===== config.mk =====
export PLATFORM = sky130hd
export DESIGN_NAME = ram_write_sequencer_flat
export DESIGN_NICKNAME = d
export VERILOG_FILES = /design/src/rtl/ram_write_sequencer_if.sv /design/src/rtl/ram_write_sequencer.sv /design/src/flat_wrapper.sv
export SDC_FILE = /design/constraint.sdc
export NUM_CORES = 1
export LEC_CHECK = 0
export ABC_AREA = 1
export BUFFER_PORTS_ARGS = -buffer_cell sky130_fd_sc_hd__buf_2
export CAP_MARGIN = 30
export CELL_PAD_IN_SITES_DETAIL_PLACEMENT = 0
export CELL_PAD_IN_SITES_GLOBAL_PLACEMENT = 2
export CORE_ASPECT_RATIO = 2
export CORE_MARGIN = 3
export CORE_UTILIZATION = 35
export CTS_CLUSTER_SIZE = 25
export DETAILED_ROUTE_END_ITERATION = 10
export HOLD_SLACK_MARGIN = 0.05
export PLACE_DENSITY = 0.77
export REMOVE_ABC_BUFFERS = 1
export SYNTH_ARGS = -nofsm -noshare
export SYNTH_HDL_FRONTEND = slang
export SYNTH_SLANG_ARGS = --single-unit

===== constraint.sdc =====
create_clock -name clk -period 2.9 [get_ports clk]
set_input_delay 0.435 -clock clk [delete_from_list [all_inputs] [get_ports clk]]
set_output_delay 0.435 -clock clk [all_outputs]
set_load 0.03 [all_outputs]

===== src/rtl/ram_write_sequencer_if.sv =====
// ---------------------------------------------------------------------------
// ram_write_sequencer_if
//   RAM-side bus produced by ram_write_sequencer and consumed by the 4x1-bit
//   DFF RAM (and by board LEDs / verification monitors).
//
//   addr    [1:0]  RAM cell address
//   d              RAM data bit
//   wr_clk         single registered write-clock pulse
//   busy           high while a write sequence is in progress
//
//   master : the sequencer (drives everything)
//   slave  : the RAM / observers (read everything)
// ---------------------------------------------------------------------------
interface ram_write_sequencer_if;

    logic [1:0] addr;
    logic       d;
    logic       wr_clk;
    logic       busy;

    modport master (
        output addr,
        output d,
        output wr_clk,
        output busy
    );

    modport slave (
        input  addr,
        input  d,
        input  wr_clk,
        input  busy
    );

endinterface : ram_write_sequencer_if


===== src/rtl/ram_write_sequencer.sv =====
// ---------------------------------------------------------------------------
// ram_write_sequencer
//   Turns raw push-buttons and a data switch into a clean RAM address, a data
//   bit and a single write-clock pulse. Address and data are frozen for one
//   clock on either side of the pulse so the RAM's address-decoded clock
//   steering can never glitch into the wrong cell. A shadow copy of the four
//   written bits and a write counter are kept for LEDs and verification.
//
//   clk            system clock, rising edge
//   rst_n          asynchronous active-low reset
//   i_btn_write    raw write button (active-high, bouncy, asynchronous)
//   i_btn_next     raw address-advance button (active-high, bouncy)
//   i_sw_data      raw data switch
//   ram            RAM bus (addr, d, wr_clk, busy), master side
//   o_mem_shadow   bit i = last value written to address i
//   o_wr_count     completed writes, mod 16
//   o_d_led        debounced sw_data level
// ---------------------------------------------------------------------------
module ram_write_sequencer #(
    parameter int unsigned DEBOUNCE_CYCLES = 250000,
    parameter int unsigned STROBE_CYCLES   = 4,
    parameter bit          AUTO_INC        = 1'b1
) (
    input  logic                         clk,
    input  logic                         rst_n,
    input  logic                         i_btn_write,
    input  logic                         i_btn_next,
    input  logic                         i_sw_data,
    ram_write_sequencer_if.master        ram,
    output logic [3:0]                   o_mem_shadow,
    output logic [3:0]                   o_wr_count,
    output logic                         o_d_led
);

    // -----------------------------------------------------------------------
    // Widths and constants
    // -----------------------------------------------------------------------
    localparam int unsigned N_IN  = 3;
    localparam int unsigned CH_WR = 0;
    localparam int unsigned CH_NX = 1;
    localparam int unsigned CH_SW = 2;

    localparam int unsigned DB_W  = (DEBOUNCE_CYCLES > 1) ? $clog2(DEBOUNCE_CYCLES) : 1;
    localparam int unsigned STB_W = (STROBE_CYCLES > 1)   ? $clog2(STROBE_CYCLES)   : 1;

    localparam logic [DB_W-1:0]  DB_LAST  = DB_W'(DEBOUNCE_CYCLES - 1);
    localparam logic [STB_W-1:0] STB_LAST = STB_W'(STROBE_CYCLES - 1);

    typedef enum logic [1:0] {
        ST_IDLE  = 2'd0,
        ST_SETUP = 2'd1,
        ST_PULSE = 2'd2,
        ST_HOLD  = 2'd3
    } state_t;

    // -----------------------------------------------------------------------
    // Signals
    // -----------------------------------------------------------------------
    logic [N_IN-1:0] w_raw;
    logic [N_IN-1:0] r_sync1;
    logic [N_IN-1:0] r_sync2;
    logic [N_IN-1:0] r_db;
    logic [N_IN-1:0] r_db_q;
    logic [DB_W-1:0] r_db_cnt [N_IN];

    logic            w_wr_req;
    logic            w_nx_req;

    state_t          r_state;
    logic [1:0]      r_addr;
    logic            r_d;
    logic            r_wr_clk;
    logic            r_busy;
    logic [3:0]      r_mem;
    logic [3:0]      r_wr_count;
    logic [STB_W-1:0] r_stb_cnt;

    assign w_raw = {i_sw_data, i_btn_next, i_btn_write};

    // -----------------------------------------------------------------------
    // 2-FF synchronizers followed by per-input debouncers. The counter only
    // runs while the synced value disagrees with the accepted level, so any
    // bounce shorter than DEBOUNCE_CYCLES samples restarts it from zero.
    // -----------------------------------------------------------------------
    always_ff @(posedge clk or negedge rst_n) begin
        if (!rst_n) begin
            r_sync1 <= '0;
            r_sync2 <= '0;
            r_db    <= '0;
            for (int i = 0; i < N_IN; i++) begin
                r_db_cnt[i] <= '0;
            end
        end else begin
            r_sync1 <= w_raw;
            r_sync2 <= r_sync1;
            for (int i = 0; i < N_IN; i++) begin
                if (r_sync2[i] == r_db[i]) begin
                    r_db_cnt[i] <= '0;
                end else if (r_db_cnt[i] == DB_LAST) begin
                    r_db[i]     <= ~r_db[i];
                    r_db_cnt[i] <= '0;
                end else begin
                    r_db_cnt[i] <= r_db_cnt[i] + DB_W'(1);
                end
            end
        end
    end

    // One-clock requests on debounced press; releases produce nothing.
    assign w_wr_req = r_db[CH_WR] & ~r_db_q[CH_WR];
    assign w_nx_req = r_db[CH_NX] & ~r_db_q[CH_NX];

    // -----------------------------------------------------------------------
    // Write sequencer: IDLE -> SETUP -> PULSE (STROBE_CYCLES) -> HOLD -> IDLE.
    // All RAM-facing outputs are registers so wr_clk is glitch-free.
    // Requests seen outside IDLE are simply dropped.
    // -----------------------------------------------------------------------
    always_ff @(posedge clk or negedge rst_n) begin
        if (!rst_n) begin
            r_state    <= ST_IDLE;
            r_addr     <= '0;
            r_d        <= 1'b0;
            r_wr_clk   <= 1'b0;
            r_busy     <= 1'b0;
            r_mem      <= '0;
            r_wr_count <= '0;
            r_stb_cnt  <= '0;
            r_db_q     <= '0;
        end else begin
            r_db_q <= r_db;
            unique case (r_state)
                ST_IDLE: begin
                    // Write has priority; a simultaneous next request is lost.
                    if (w_wr_req) begin
                        r_d     <= r_db[CH_SW];
                        r_busy  <= 1'b1;
                        r_state <= ST_SETUP;
                    end else if (w_nx_req) begin
                        r_addr <= r_addr + 2'd1;
                    end
                end
                ST_SETUP: begin
                    r_wr_clk  <= 1'b1;
                    r_stb_cnt <= '0;
                    r_state   <= ST_PULSE;
                end
                ST_PULSE: begin
                    if (r_stb_cnt == STB_LAST) begin
                        r_wr_clk <= 1'b0;
                        r_state  <= ST_HOLD;
                    end else begin
                        r_stb_cnt <= r_stb_cnt + STB_W'(1);
                    end
                end
                ST_HOLD: begin
                    // Address still old here; the write is committed on exit.
                    r_mem[r_addr] <= r_d;
                    r_wr_count    <= r_wr_count + 4'd1;
                    if (AUTO_INC) begin
                        r_addr <= r_addr + 2'd1;
                    end
                    r_busy  <= 1'b0;
                    r_state <= ST_IDLE;
                end
                default: begin
                    r_wr_clk <= 1'b0;
                    r_busy   <= 1'b0;
                    r_state  <= ST_IDLE;
                end
            endcase
        end
    end

    // -----------------------------------------------------------------------
    // Output mapping
    // -----------------------------------------------------------------------
    assign ram.addr     = r_addr;
    assign ram.d        = r_d;
    assign ram.wr_clk   = r_wr_clk;
    assign ram.busy     = r_busy;
    assign o_mem_shadow = r_mem;
    assign o_wr_count   = r_wr_count;
    assign o_d_led      = r_db[CH_SW];

endmodule : ram_write_sequencer


===== src/flat_wrapper.sv =====
// flat-port wrapper written by rule: the top's interface ports become plain ports
module ram_write_sequencer_flat 
#(
    parameter int unsigned DEBOUNCE_CYCLES = 250000,
    parameter int unsigned STROBE_CYCLES   = 4,
    parameter bit          AUTO_INC        = 1'b1
)
  (clk, rst_n, i_btn_write, i_btn_next, i_sw_data, o_mem_shadow, o_wr_count, o_d_led, ram_addr, ram_d, ram_wr_clk, ram_busy);
  ram_write_sequencer_if ram_i ();
  input  logic clk;
  input  logic rst_n;
  input  logic i_btn_write;
  input  logic i_btn_next;
  input  logic i_sw_data;
  output logic [3:0] o_mem_shadow;
  output logic [3:0] o_wr_count;
  output logic o_d_led;
  output wire logic [$bits(ram_i.addr)-1:0] ram_addr;
  output wire logic [$bits(ram_i.d)-1:0] ram_d;
  output wire logic [$bits(ram_i.wr_clk)-1:0] ram_wr_clk;
  output wire logic [$bits(ram_i.busy)-1:0] ram_busy;
  assign ram_addr = ram_i.addr;
  assign ram_d = ram_i.d;
  assign ram_wr_clk = ram_i.wr_clk;
  assign ram_busy = ram_i.busy;
  ram_write_sequencer #(.DEBOUNCE_CYCLES(DEBOUNCE_CYCLES), .STROBE_CYCLES(STROBE_CYCLES), .AUTO_INC(AUTO_INC)) u_core (.clk(clk), .rst_n(rst_n), .i_btn_write(i_btn_write), .i_btn_next(i_btn_next), .i_sw_data(i_sw_data), .ram(ram_i), .o_mem_shadow(o_mem_shadow), .o_wr_count(o_wr_count), .o_d_led(o_d_led));
endmodule

==> results of run 1 <==
## where the power goes
part / switching, mW / internal, mW / total [mW]
registers: 0.0124 / 1.16 / 1.17
logic: 0.0487 / 0.0168 / 0.0656
clock network: 0.455 / 0.665 / 1.12
## final cells by class
cell class / count / area (um^2)
fill: 1225 / 6960
sequential: 82 / 2050
multi-input combinational: 365 / 1980
clock buffer: 11 / 233
inverter: 53 / 199
tap: 145 / 181
timing repair buffer: 19 / 113
clock inverter: 5 / 55.1
## metal layers
metal	GRT usage [%]	routed length, um	vias up	part of all wire (%)
met4	5.27	136	0	1.5
li1	-	-	1642	-
met5	0	0	-	0
met1	15.2	3560	1446	39
met2	28.0	5200	26	57
met3	3.16	206	6	2.3
## through the flow
stage | setup slack (ns) | instance area, um^2
CTS | 1.36 | 4810
finish | 1.39 | 4810
floorplan | 1.55 | 4230
global placement | 1.40 | 4520
detailed placement | 1.38 | 4520
global route | 1.21 | 4810
## cell usage after synthesis
| master | n |
|---|---|
| nand2_1 | 87 |
| a21oi_1 | 20 |
| inv_2 | 6 |
| nand3_2 | 3 |
| xnor2_1 | 8 |
| nor2_1 | 105 |
| a31oi_1 | 5 |
| ha_1 | 13 |
| inv_1 | 47 |
| nor2_4 | 13 |
| nand4_1 | 6 |
| nand2_4 | 3 |
| nand3_1 | 36 |
| dfrtp_1 | 82 |
| o21bai_1 | 2 |
| nand2_2 | 11 |
| nor3_1 | 5 |
| xor2_2 | 1 |
| buf_1 | 1 |
| o21ai_0 | 7 |
| o21ai_1 | 4 |
| xor2_1 | 21 |
| or2_2 | 1 |
| nor2_2 | 10 |
| nor3b_1 | 3 |
| mux2_2 | 1 |
## layout by cell type, fill, tap and decap left out
cell type     n
nor3b_1       3
inv_2         6
buf_12        1
o21ai_1       4
clkinvlp_4    2
nand4_1       6
nand2_2      11
xor2_2        1
a21oi_1      20
dfrtp_1      82
clkbuf_16     9
nand3_2       3
buf_4         1
buf_2        17
bufinv_16     1
a31oi_1       5
nor2_1      105
nor3_1        5
nand2_1      87
nand3_1      36
mux2_2        1
or2_2         1
nor2_4       13
o21ai_0       7
xnor2_1       8
nand2_4       3
xor2_1       21
nor2_2       10
o21bai_1      2
ha_1         13
clkbuf_1      2
clkinv_2      2
inv_1        47
## worst paths after layout
kind                                          startpoint                              end  slack (ns)  depth (start not counted)
max                        u_core.r_state[0]$_DFFE_PN0P_  u_core.r_stb_cnt[0]$_DFFE_PN0P_        1.39                          8
min                                                rst_n     u_core.r_db_cnt[9]$_DFF_PN0_        0.08                          1
max reg2reg                u_core.r_state[0]$_DFFE_PN0P_  u_core.r_stb_cnt[0]$_DFFE_PN0P_        1.39                          8
min reg2reg                  u_core.r_sync1[0]$_DFF_PN0_      u_core.r_sync2[0]$_DFF_PN0_        0.35                          0
max in group asynchronous                          rst_n      u_core.r_sync2[1]$_DFF_PN0_        2.20                          2
min in group clk                              i_btn_next      u_core.r_sync1[1]$_DFF_PN0_        0.20                          1
## logic make-up (layout without fill, tap and decap cells)
kind of cell    Yosys count  count (layout)
buf+inv                  54              88
mux                       1               1
simple gates            283             283
fa+ha+maj                13              13
xor+xnor                 30              30
compound gates           38              38
flops                    82              82
## sequential cells by signal (all words and copies together) (netlist names)
register             flops
u_core.ram.busy          1
u_core.r_state           2
u_core.o_mem_shadow      4
u_core.r_sync2           3
u_core.ram.addr          2
u_core.r_db              3
u_core.r_db_q            2
u_core.r_sync1           3
u_core.r_db_cnt         54
u_core.ram.wr_clk        1
u_core.r_stb_cnt         2
u_core.ram.d             1
u_core.o_wr_count        4
## worst max-delay path, cell delays in order (launching register included)
cell	delay (ns)
dfrtp_1	0.40
inv_1	0.11
ha_1	0.24
inv_1	0.08
or2_2	0.31
nand2_1	0.08
inv_1	0.05
nand2_1	0.04
o21ai_0	0.07
==> metrics.md, run 1 <==
| Metric | Value |
|---|---|
| Outcome | complete, no violations |
| I/O pin total | 19 |
| Flops & latches, synth | a little over 80 |
| Req. time, crit path | a little over 3 ns |
| Avg Vias per Cell | 4.59 |
| Fmax | 664 MHz |
| CTS root buffer | clkbuf_16 |
| Adder-Cell Fraction of Synth Area | 3.84% |
| Post-synthesis compound-gate area fraction | 4.76% |
| Main combinational cell family by area after synthesis | simple AND/OR/NAND/NOR gates |
| Antenna cells | 0 |
| Biggest area consumer among synthesized cells | dfrtp_1 |
| Worst min path class | in -> async |
| Vias in the first global route | 3202 |
| Hold WS | 0.0750 ns |
| Post-cts sizing count | 0 |
| Critical Path AT | between 1.5 and 2 ns |
| Mean Syn Cell Area | between 8 and 9 um^2 |
| First-pass GRT wire length | approximately 15 mm |
| Gr ovfl total | 0 |
| Routed wire length | 9.10 mm |
| Hold Buf Count CTS | 0 |
| GP Congestion | just over 0.8 |
| Via count | 3120 |
| Final antenna-violating net count | 0 |
| Hold violation count in the final report | 0 |
| Yosys top cell area share | 48.5% |
| CP Max Fanout | 4 |
| Seq/Total Area, Yosys | between 40% and 50% |
| CTS Buf Count | 9 |
| Clk sinks | 82 |
| Port Buffers | 18 |
| Crit path kind | reg -> reg |
| Setup_tns | 0 ns |
| Layout cells sized above 1 | between 10% and 20% |
| Wirelength per Cell | 13.4 um |
| Largest cells by area after synthesis | dfrtp_1 (48%), nor2_1 (9.3%), nand2_1 (7.7%) |
| Final Non-Filler Cells | a little under 700 |
| Core ar. | about 0.012 mm^2 |
| Clk buf depth | 2 |
| Dpl hpwl | between 7 and 8 mm |
| Max Cap Viol | 0 |
| Fin. max-slew vios | 0 |
| Postcts setup bufs | 0 |
| Final period utilization | about half |
| Initial core utilization | 36.0% |
| Tot GR Track Use | between 10% and 20% |
| CTS tree | done |
| Post-Synth Simple-Gate Area | a little under a third |
| Die area | 0.0135 mm^2 |
| # rows | 56 |
| Post-synth cell types | 26 |
| Die width | around 84 um |
| Die Height | ~160 um |
| Worst VDD drop | ~0.31 mV |
| Pre-antenna DRT Iters | 4 |
| Drc violations | 0 |
| RSZ-0062 raised after global routing | false |
| Placed Cells | between 600 and 700 |
| Core Util, Final | 40.9% |
| Worst Setup End Kind | register |
| Clock latency on the worst-skew pair | ~0.33 ns |
| Worst slew pin tran | 0.547 ns |
| Post-synthesis mux area share | less than 1% |
| Overall power after layout | around 2.4 mW |
| Final #Nets | around 550 |
| # setup viols final | 0 |
| Final min period | around 1.5 ns |
| Power per cell area | between 400 and 500 mW/mm^2 |
| Synth Instances | 501 |
| Initial DRC count | a little under 100 |
| Largest net degree at the start of global routing | 45 |
| Initial antenna violation count | 0 |
| Synthesis warning total | 0 |
| Layout area overhead | 13.7% |
| Synth Area in XOR/XNOR | roughly 6.4% |
| Synthesized area | ~0.0042 mm^2 |
| Skew final | ~0.0068 ns |
| Relative slew slack | a little under two thirds |
| Clk slew on worst S/H paths | approximately 0.060 ns |
| H-Tree Depth | 3 |
| Static Leak | between 2 and 2.5 nW |
| Startpoint Class | register |
No activity file was read; power rests on OpenSTA's default activity.
==> run 2: changes to the inputs <==
==> constraint.sdc (replaced) <==
create_clock -name clk -period 1.5 [get_ports clk]
set_input_delay 0.225 -clock clk [delete_from_list [all_inputs] [get_ports clk]]
set_output_delay 0.225 -clock clk [all_outputs]
set_load 0.03 [all_outputs]
==> run 2 against run 1 <==
Via count up 6.1%; wire length up 5.3%; setup slack worse by 1.3 ns; cell area up 5.5%; non-clock buffer count up 19; final cell count up 2.6%; global-route usage up 0.78 points; die area unchanged; critical endpoint is now u_core.r_db_cnt[27]$_DFF_PN0_.
==> metrics.md, run 2 (same netlist as run 1, synthesis figures left out) <==
| Metric | Value |
|---|---|
| Dpl cell area | 0.00463 mm^2 (+2.3%) |
| Power per cell area | 973 mW/mm^2 (+99%) |
| Final #Nets | 567 (+3.5%) |
| Commonest non-fill, non-tap cell in the layout | nor2_1 |
| Final period utilization | 92.4% (+40 points) |
| CTS Buf Count | 9 (unchanged) |
| Wirelength per Cell | 13.7 um (+2.6%) |
| Drc violations | 0 (unchanged) |
| Worst VDD drop | 0.599 mV (+93%) |
| Static Leak | 2.28 nW (+5.5%) |
| Outcome | complete, no violations |
| Max reg flops | 54 (unchanged) |
| Gr ovfl total | 0 (unchanged) |
| Req. time, crit path | 1.71 ns (-1.40 ns) |
| Avg Vias per Cell | 4.74 (+3.4%) |
| # setup viols final | 0 (unchanged) |
| Worst Setup End Kind | register |
| First-pass GRT wire length | 16.3 mm (+5.9%) |
| WP buf/inv | 0 (-3) |
| Worst setup margin | 0.114 ns (-1.28 ns) |
| Port Buffers | 18 (unchanged) |
| Core ar. | 0.0118 mm^2 (unchanged) |
| Worst min path class | reg -> reg |
| Die area | 0.0135 mm^2 (unchanged) |
| Critical Path AT | 1.60 ns (-0.12 ns) |
| CP Max Fanout | 9 (+5) |
| Final antenna-violating net count | 0 (unchanged) |
| Fmax | 722 MHz (+8.6%) |
| GP Congestion | 0.816 (-0.41%) |
| Largest stage delay on the critical path | 0.39 ns (about the same) |
| Register area | 0.00205 mm^2 (about the same) |
| Filler Cell Count | 1252 (+2.2%) |
| Die Height | 162 um (unchanged) |
| Crit path kind | reg -> reg |
| Max Cap Viol | 0 (unchanged) |
| Clk buf depth | 2 (unchanged) |
| Top delay family on crit path | simple AND/OR/NAND/NOR gates |
| Hold violation count in the final report | 0 (unchanged) |
| Clk slew on worst S/H paths | 0.06 ns (about the same) |
| Largest net degree at the start of global routing | 28 (-38%) |
| CTS root buffer | clkbuf_16 |
| Pre-antenna DRT Iters | 5 (+1) |
| Most frequent cells in the layout | nor2_1 (105), nand2_1 (85), dfrtp_1 (81) |
| Final min period | 1.39 ns (-0.120 ns) |
| Antenna cells | 0 (unchanged) |
| Layout area overhead | 19.9% |
| Startpoint Class | register |
| RSZ-0062 raised after global routing | true |
| Clock latency on the worst-skew pair | 0.33 ns (about the same) |
| Critical-path top delay cell | dfrtp_1 |
| H-Tree Depth | 3 (unchanged) |
| Relative slew slack | 72.7% (+9.2 points) |
| Layout cells sized above 1 | 19.5% (+4.2 points) |
| # rows | 56 (unchanged) |
| Routed wire length | 9.58 mm (+5.3%) |
| Initial DRC count | 83 (-14%) |
| Tot GR Track Use | 15.3% (+0.78 points) |
| Via count | 3310 (+6.1%) |
| Skew final | 0.00975 ns (+0.00296 ns) |
| Initial core utilization | 36.0% (unchanged) |
| Die width | 83.8 um (unchanged) |
| Worst slew pin tran | 0.405 ns (-0.142 ns) |
| Vias in the first global route | 3459 (+8.0%) |
| Final Cell Area | 0.00507 mm^2 (+5.5%) |
| CTS tree | done |
| Pre-CTS setup slack | -0.0134 ns (-1.39 ns) |
| Multi-input logic area | 0.00202 mm^2 (+2.1%) |
| Clk sinks | 82 (unchanged) |
| Fin. max-slew vios | 0 (unchanged) |
| Dpl hpwl | 7.43 mm (+6.0%) |
| Initial antenna violation count | 0 (unchanged) |
| Core Util, Final | 43.1% (+2.2 points) |
| I/O pin total | 19 (unchanged) |
| Cells along the critical path | ha_2 -> nand3_2 -> nor2_1 -> nand3_1 -> nand2_2 -> nor2_1 |
| Most used cell, CP | nor2_1 |
| Largest Register | u_core.r_db_cnt |
## run 2: per-stage QoR
| step | hold WS [ns] | std cells | TNS (ns) | power, mW |
|---|---|---|---|---|
| 4_1_cts | 0.352 | 695 | 0 | 5.03 |
| 3_3_place_gp | 0.191 | 676 | 0 | 2.45 |
| 2_1_floorplan | -0.0706 | 500 | 0 | 2.36 |
| 5_1_grt | 0.364 | 698 | -0.0384 | 5.16 |
| 6_report | 0.349 | 698 | 0 | 4.94 |
| 3_5_place_dp | 0.195 | 676 | -0.0273 | 2.45 |
## run 2: worst reg2reg max path: stages, from the launching register on
cell and delay (ns):
dfrtp_1 0.39, ha_2 0.22, nand3_2 0.11, nor2_1 0.13, nand3_1 0.11, nand2_2 0.22
nor2_1 0.08
## run 2: path summary, 6_finish.rpt
| path | from | endpoint | depth (start not counted) | slack, ns |
|---|---|---|---|---|
| worst min register to register | u_core.r_sync1[0]$_DFF_PN0_ | u_core.r_sync2[0]$_DFF_PN0_ | 0 | 0.35 |
| worst min-delay path | u_core.r_sync1[0]$_DFF_PN0_ | u_core.r_sync2[0]$_DFF_PN0_ | 0 | 0.35 |
| worst max-delay path | u_core.r_db_cnt[18]$_DFF_PN0_ | u_core.r_db_cnt[27]$_DFF_PN0_ | 6 | 0.11 |
| min in group asynchronous | rst_n | u_core.r_db_cnt[9]$_DFF_PN0_ | 2 | 0.37 |
| worst max register to register | u_core.r_db_cnt[18]$_DFF_PN0_ | u_core.r_db_cnt[27]$_DFF_PN0_ | 6 | 0.11 |
| max in group asynchronous | rst_n | u_core.o_wr_count[0]$_DFFE_PN0P_ | 3 | 0.62 |
## run 2: timing repair
item / in CTS / in global routing
gates resized for setup: 1 / 12
endpoints found under the hold margin: 27 / 0
setup buffers: 0 / 3
gates cloned: 0 / 0
hold buffers: 4 / 0
endpoints found under the setup margin: 7 / 25
## run 2: layer usage
metal / track usage (%) / share of wire, % / vias to the layer above
li1: - / - / 1682
met1: 15.1 / 37 / 1557
met2: 29.4 / 57 / 44
met3: 2.65 / 2.1 / 27
met4: 8.71 / 4.3 / 0
met5: 0 / 0 / -
## run 2: power by group
group / switching [mW] / internal, mW
sequential: 0.0235 / 2.24
clock: 0.856 / 1.66
combinational: 0.103 / 0.0563
## run 2: cell type report
cell class              instances  area share (%)
flip-flops and latches         82            40.5
multi-input cells             365            39.8
repair buffers                 38            5.47
clock buffers                  10            4.71
inverters                      53            3.92
well taps                     145            3.57
clock inverters                 5            2.02
